**config.mk**
```make
export PLATFORM = sky130hd
export DESIGN_NAME = uart_tx_cfg
export DESIGN_NICKNAME = d
export VERILOG_FILES = /design/src/rtl/uart_pkg.sv /design/src/rtl/uart_tx_cfg.sv
export SDC_FILE = /design/constraint.sdc
export NUM_CORES = 1
export LEC_CHECK = 0
export ABC_CLOCK_PERIOD_IN_PS = 2300
export BUFFER_PORTS_ARGS = -buffer_cell sky130_fd_sc_hd__buf_2
export CORE_MARGIN = 3
export CORE_UTILIZATION = 45
export CTS_CLUSTER_DIAMETER = 40
export DETAILED_ROUTE_END_ITERATION = 8
export PLACE_DENSITY_LB_ADDON = 0.05
export SLEW_MARGIN = 5
export SYNTH_ARGS = -nofsm -noshare
export SYNTH_HDL_FRONTEND = slang
export SYNTH_SLANG_ARGS = --single-unit
```
**constraint.sdc**
```tcl
create_clock -name clk_i -period 2.3 [get_ports clk_i]
set_clock_uncertainty 0.2 [all_clocks]
set_input_delay 0.115 -clock clk_i [delete_from_list [all_inputs] [get_ports clk_i]]
set_output_delay 0.115 -clock clk_i [all_outputs]
set_load 0.02 [all_outputs]
```
**src/rtl/uart_pkg.sv**
```systemverilog
// uart_pkg: shared encodings, FSM states and limits for the configurable UART transmitter.
// The BREAK state exists only when UART_TX_BREAK_EN is defined.
package uart_pkg;
   localparam int MIN_DATA_BITS = 5;
   localparam logic [2:0] PAR_NONE  = 3'd0;
   localparam logic [2:0] PAR_EVEN  = 3'd1;
   localparam logic [2:0] PAR_ODD   = 3'd2;
   localparam logic [2:0] PAR_MARK  = 3'd3;
   localparam logic [2:0] PAR_SPACE = 3'd4;
   localparam logic [1:0] STOP_1    = 2'd0;
   localparam logic [1:0] STOP_1P5  = 2'd1;
   localparam logic [1:0] STOP_2    = 2'd2;
   typedef enum logic [2:0] {
      S_IDLE,
      S_START,
      S_DATA,
      S_PARITY,
      S_STOP
`ifdef UART_TX_BREAK_EN
      , S_BREAK
`endif
   } state_t;
endpackage

```
**src/rtl/uart_tx_cfg.sv**
```systemverilog
// uart_tx_cfg: runtime-configurable UART transmitter (5..MaxDataBits, parity, 1/1.5/2 stop) with valid/ready input.
// Define UART_TX_BREAK_EN to add break_i and line-break generation with mark-after-break.
module uart_tx_cfg
   import uart_pkg::*;
#(
   parameter int MaxDataBits = 9,
   parameter int Oversample  = 16
) (
   input  logic                   clk_i,
   input  logic                   rst_i,
   input  logic                   sample_tick_i,
`ifdef UART_TX_BREAK_EN
   input  logic                   break_i,
`endif
   input  logic                   valid_i,
   output logic                   ready_o,
   input  logic [MaxDataBits-1:0] din_i,
   input  logic [3:0]             data_bits_i,
   input  logic [2:0]             parity_i,
   input  logic [1:0]             stop_i,
   output logic                   tx_o,
   output logic                   busy_o,
   output logic                   tx_done_o
);
   localparam int TW = $clog2(2 * Oversample);
   localparam int BW = $clog2(MaxDataBits);
   state_t state, state_n;
   logic [TW-1:0] tcnt, tcnt_n, stop_len;
   logic [BW-1:0] bcnt, bcnt_n;
   logic [MaxDataBits-1:0] sh, sh_n, mask, word;
   logic [3:0] nb, nb_q;
   logic [1:0] stop_q;
   logic par_en_q, par_q, tx_q, tx_n, brk, accept, tick_end, last_bit;
`ifdef UART_TX_BREAK_EN
   assign brk = break_i;
`else
   assign brk = 1'b0;
`endif
   assign ready_o   = state == S_IDLE && !brk;
   assign accept    = valid_i && ready_o;
   assign busy_o    = state != S_IDLE;
   assign tx_o      = tx_q;
   assign nb        = data_bits_i < 4'(MIN_DATA_BITS) ? 4'(MIN_DATA_BITS) :
                      data_bits_i > 4'(MaxDataBits) ? 4'(MaxDataBits) : data_bits_i;
   assign mask      = MaxDataBits'((1 << nb) - 1);
   assign word      = din_i & mask;
   assign stop_len  = stop_q < STOP_2 ? (stop_q == STOP_1 ? TW'(Oversample - 1) : TW'(3 * Oversample / 2 - 1))
                                      : TW'(2 * Oversample - 1);
   assign tick_end  = sample_tick_i && tcnt == (state == S_STOP ? stop_len : TW'(Oversample - 1));
   assign last_bit  = bcnt == BW'(nb_q - 4'd1);
   assign tx_done_o = state == S_STOP && tick_end;
   always_comb begin
      state_n = state;
      tx_n    = tx_q;
      bcnt_n  = bcnt;
      sh_n    = sh;
      tcnt_n  = (state != S_IDLE && sample_tick_i) ? (tick_end ? '0 : tcnt + 1'b1) : tcnt;
      case (state)
         S_IDLE: begin
`ifdef UART_TX_BREAK_EN
            if (brk) begin
               state_n = S_BREAK;
               tx_n    = 1'b0;
               tcnt_n  = '0;
            end else
`endif
            if (accept) begin
               state_n = S_START;
               tx_n    = 1'b0;
               tcnt_n  = '0;
               bcnt_n  = '0;
               sh_n    = word;
            end
         end
         S_START: if (tick_end) begin
            state_n = S_DATA;
            tx_n    = sh[0];
         end
         S_DATA: if (tick_end) begin
            if (last_bit) begin
               state_n = par_en_q ? S_PARITY : S_STOP;
               tx_n    = par_en_q ? par_q : 1'b1;
            end else begin
               bcnt_n = bcnt + 1'b1;
               sh_n   = sh >> 1;
               tx_n   = sh[1];
            end
         end
         S_PARITY: if (tick_end) begin
            state_n = S_STOP;
            tx_n    = 1'b1;
         end
         S_STOP: if (tick_end) state_n = S_IDLE;
`ifdef UART_TX_BREAK_EN
         // line held low while break_i is high, then one bit time of mark before IDLE
         S_BREAK: begin
            tx_n = !brk;
            if (brk) tcnt_n = '0;
            else if (tick_end) state_n = S_IDLE;
         end
`endif
         default: state_n = S_IDLE;
      endcase
   end
   always_ff @(posedge clk_i) begin
      if (rst_i) begin
         state    <= S_IDLE;
         tx_q     <= 1'b1;
         tcnt     <= '0;
         bcnt     <= '0;
         sh       <= '0;
         nb_q     <= 4'(MIN_DATA_BITS);
         par_en_q <= 1'b0;
         par_q    <= 1'b0;
         stop_q   <= STOP_1;
      end else begin
         state <= state_n;
         tx_q  <= tx_n;
         tcnt  <= tcnt_n;
         bcnt  <= bcnt_n;
         sh    <= sh_n;
         if (accept) begin
            nb_q     <= nb;
            stop_q   <= stop_i;
            par_en_q <= parity_i != PAR_NONE && parity_i <= PAR_SPACE;
            par_q    <= parity_i == PAR_EVEN ? ^word : parity_i == PAR_ODD ? ~^word : parity_i == PAR_MARK;
         end
      end
   end
endmodule

```
==> results by group <==
Synthesis
  – Synth Instances: ~230
  – EDFF count, synth: 0
  – Cell variety after synth: 45
  – Yosys top cell area share: 0.343
  – Most common flop cell mapped by yosys: dfxtp_1
  – Post-Syn Area: 1750 um2
  – Synth Area per Inst: 7.67 um2
  – Sequential element share of the synthesized area: 0.343
  – Synthesized flop and latch total: 30
  – Post-synth ARST share: 0
  – Leading post-synthesis cells by cell area: dfxtp_1 (34%), nor2_1 (7.5%), a21oi_1 (6.3%), nand2_1 (6.2%), xnor2_1 (5.0%)
  – Synth warn: 0
  – Synth area leader: dfxtp_1

Worst hold path
  – Min-delay worst type: in2reg
  – Hold Startpoint: din_i[0]
  – Hold endpoint: sh[0]$_SDFFE_PP0P_
  – Hold Path Depth: 3

Power
  – Leak: 0.981 nW
  – Maximum vdd drop: around 0.56 mV
  – Pwr/cell area: about 560 nW/um2

Worst setup path
  – Crit start category: flip-flop
  – Reg2reg setup slack: 0.08 ns
  – CP endpoint kind: flip-flop
  – Crit-path cells: or4bb_4, o32ai_4, o21ai_2, or3_4, or4_1, nand2_1
  – Slowest cell on the critical path: or4bb_4
  – Required time worst endpoint: about 2.3 ns
  – Worst r2r src: tcnt[3]$_SDFF_PP0_
  – Reg-to-reg endpoint: bcnt[2]$_SDFFE_PP0P_
  – Cells on worst reg2reg path: 6
  – Slowest Stage Delay on Critical Path: between 0.5 and 0.6 ns
  – Crit path kind: reg2reg
  – Crit path DAT: approximately 2.3 ns
  – Crit-path max FO: 4

STA
  – Period utilisation layout: 0.966
  – Min cycle time layout: between 2 and 2.5 ns
  – Fin. Hold Viols: 0
  – Final-report max-slew violation count: 0
  – Setup violations, final: 0
  – Max Fclk: ~0.45 GHz
  – RSZ-0062 raised after global routing: no

Floorplanning
  – Count of standard-cell rows: 22
  – Die W: 68.3 um
  – Core Area: approximately 3700 um2
  – Initial Util: 0.471
  – IO Pins: 26
  – Die ar.: 4670 um2
  – Die height: slightly below 70 um

Placement
  – GPL Wtd Cong: 0.769
  – DP HPWL: between 3000 and 4000 um
  – Port bufs: 25
  – Dpl cells: roughly 310

GRT
  – Overall Global Routing Usage: 0.195
  – Vias in the first global route: 1573
  – Global-route wire length before repair: 6850 um
  – Largest net degree at the start of global routing: 25
  – Antenna violations before repair: 0
  – Grt total ovfl: 0

Final layout
  – Area grow syn2layout: 34.4%
  – Most common cell after layout, fill and taps aside: nor2_1
  – Post-route insts no fill: around 330
  – NumNets Final: 310
  – Most frequent cells in the layout: nor2_1 (35), nand2_1 (27), buf_2 (26)
  – Fin util: 0.633
  – Antenna diode count: 0
  – Share of cells above drive strength 1: 0.249

Route
  – Final WL: 4240 um
  – Antenna Violating Nets Remaining: 0
  – Routed wire per std cell: between 10 and 15 um
  – Drt drc: 0
  – Vias post-DR: roughly 1700
  – Initial detailed-routing violation count: 59
  – 1st-pass router iterations: 4
  – Drt via density: between 5 and 6

Run status
  – Status: finished clean

Clocking
  – # clock sinks: 30
  – Clk buf depth: 2
  – Postcts setup bufs: 0
  – Clk slew on worst S/H paths: ~0.07 ns
  – H-tree Lvls: 2
  – Clock latency on the worst-skew pair: 0.28 ns
  – TritonCTS clock tree: yes
  – Root Driver: clkbuf_8
  – Num CTS Buffers: 5

Run
  – Maxcap violations: 0
==> cells in the mapped netlist (2+ instances only) <==
cell type and number:
mux2i_1 5, buf_2 2, nand3_1 9, nand2_1 29, clkbuf_1 6, xor2_1 5
o211ai_1 2, inv_1 9, or4_1 2, a21o_1 2, a21oi_1 22, xnor2_1 10
nor2_1 35, or3_1 3, and3_1 3, nor3_1 6, o21ai_0 8, nor2b_1 2
nand2b_1 3, a211oi_1 8, ha_1 4, dfxtp_1 30
==> kinds of logic after synthesis <==
| group | Yosys count | synth area share |
|---|---|---|
| fa+ha+maj | 4 | 0.0286 |
| xor+xnor | 16 | 0.0880 |
| compound gates | 56 | 0.213 |
| buf+inv | 18 | 0.0401 |
| flops | 30 | 0.343 |
| simple gates | 98 | 0.256 |
| mux | 5 | 0.0286 |
| other cells | 1 | 0.00214 |
==> repair_timing <==
action                     4_1_cts  5_1_grt
resized for setup                0       15
setup endpoints to repair        0       13
hold buffers                    10        0
hold endpoints to repair         8        0
==> state kept, by name, indices dropped and copies added, names as in the netlist <==
signal	flops
state	3
stop_q	2
tcnt	5
par_q	1
sh	9
par_en_q	1
tx_o	1
bcnt	4
nb_q	4
==> per-stage QoR <==
stage / worst slack, ns / hold slack (ns) / setup TNS (ns) / power [W] / cell area, um2
floorplan: -0.0989 / 0.0510 / -0.199 / 0.000702 / 1770
global placement: 0.0630 / 0.165 / 0 / 0.000778 / 2070
detailed placement: 0.0244 / 0.175 / 0 / 0.000780 / 2070
CTS: 0.0115 / 0.00248 / 0 / 0.00131 / 2270
global route: 0.00278 / 0.0429 / 0 / 0.00137 / 2350
finish: 0.0782 / 0.00414 / 0 / 0.00131 / 2350
==> critical path: cells and delay by family, from the launching register on <==
kind	cells	cell delay (ns)
DFF	1	0.32
and+or+nand+nor	4	1.44
AOI/OAI and AO/OA	2	0.22
==> report_power, final <==
part | total, W | internal [W] | switching (W)
registers | 0.000557 | 0.000543 | 0.0000140
logic | 0.000236 | 0.000113 | 0.000122
clock network | 0.000517 | 0.000324 | 0.000193
==> per-layer routing <==
| layer | up-vias | GRT usage | wire [um] |
|---|---|---|---|
| met5 | - | 0 | 0 |
| met4 | 0 | 0.0596 | 44 |
| met3 | 7 | 0.0443 | 194 |
| met2 | 40 | 0.306 | 1900 |
| met1 | 772 | 0.264 | 2100 |
| li1 | 913 | - | - |
==> cell type report <==
class,instances,area [um2]
Tap cell,48,60.1
Clock buffer,7,76.3
Multi-Input combinational cell,181,1150
Timing Repair Buffer,57,392
Sequential cell,30,607
Clock inverter,1,30.0
Inverter,9,33.8
Fill cell,355,1370
==> how the worst max path moves through the flow <==
stage / startpoint / to / slack, ns
after floorplan: tcnt[3]$_SDFF_PP0_ / bcnt[2]$_SDFFE_PP0P_ / -0.1
after global placement: state[0]$_SDFFE_PP0P_ / sh[5]$_SDFFE_PP0P_ / 0.06
after detailed placement: nb_q[1]$_SDFFE_PP0P_ / tx_o$_SDFFE_PP1P_ / 0.02
after CTS: nb_q[0]$_SDFFE_PP1P_ / tx_o$_SDFFE_PP1P_ / 0.01
after global routing: tcnt[4]$_SDFF_PP0_ / bcnt[2]$_SDFFE_PP0P_ / 0.003
final: tcnt[3]$_SDFF_PP0_ / bcnt[2]$_SDFFE_PP0P_ / 0.08
No activity file was read; power rests on OpenSTA's default activity.
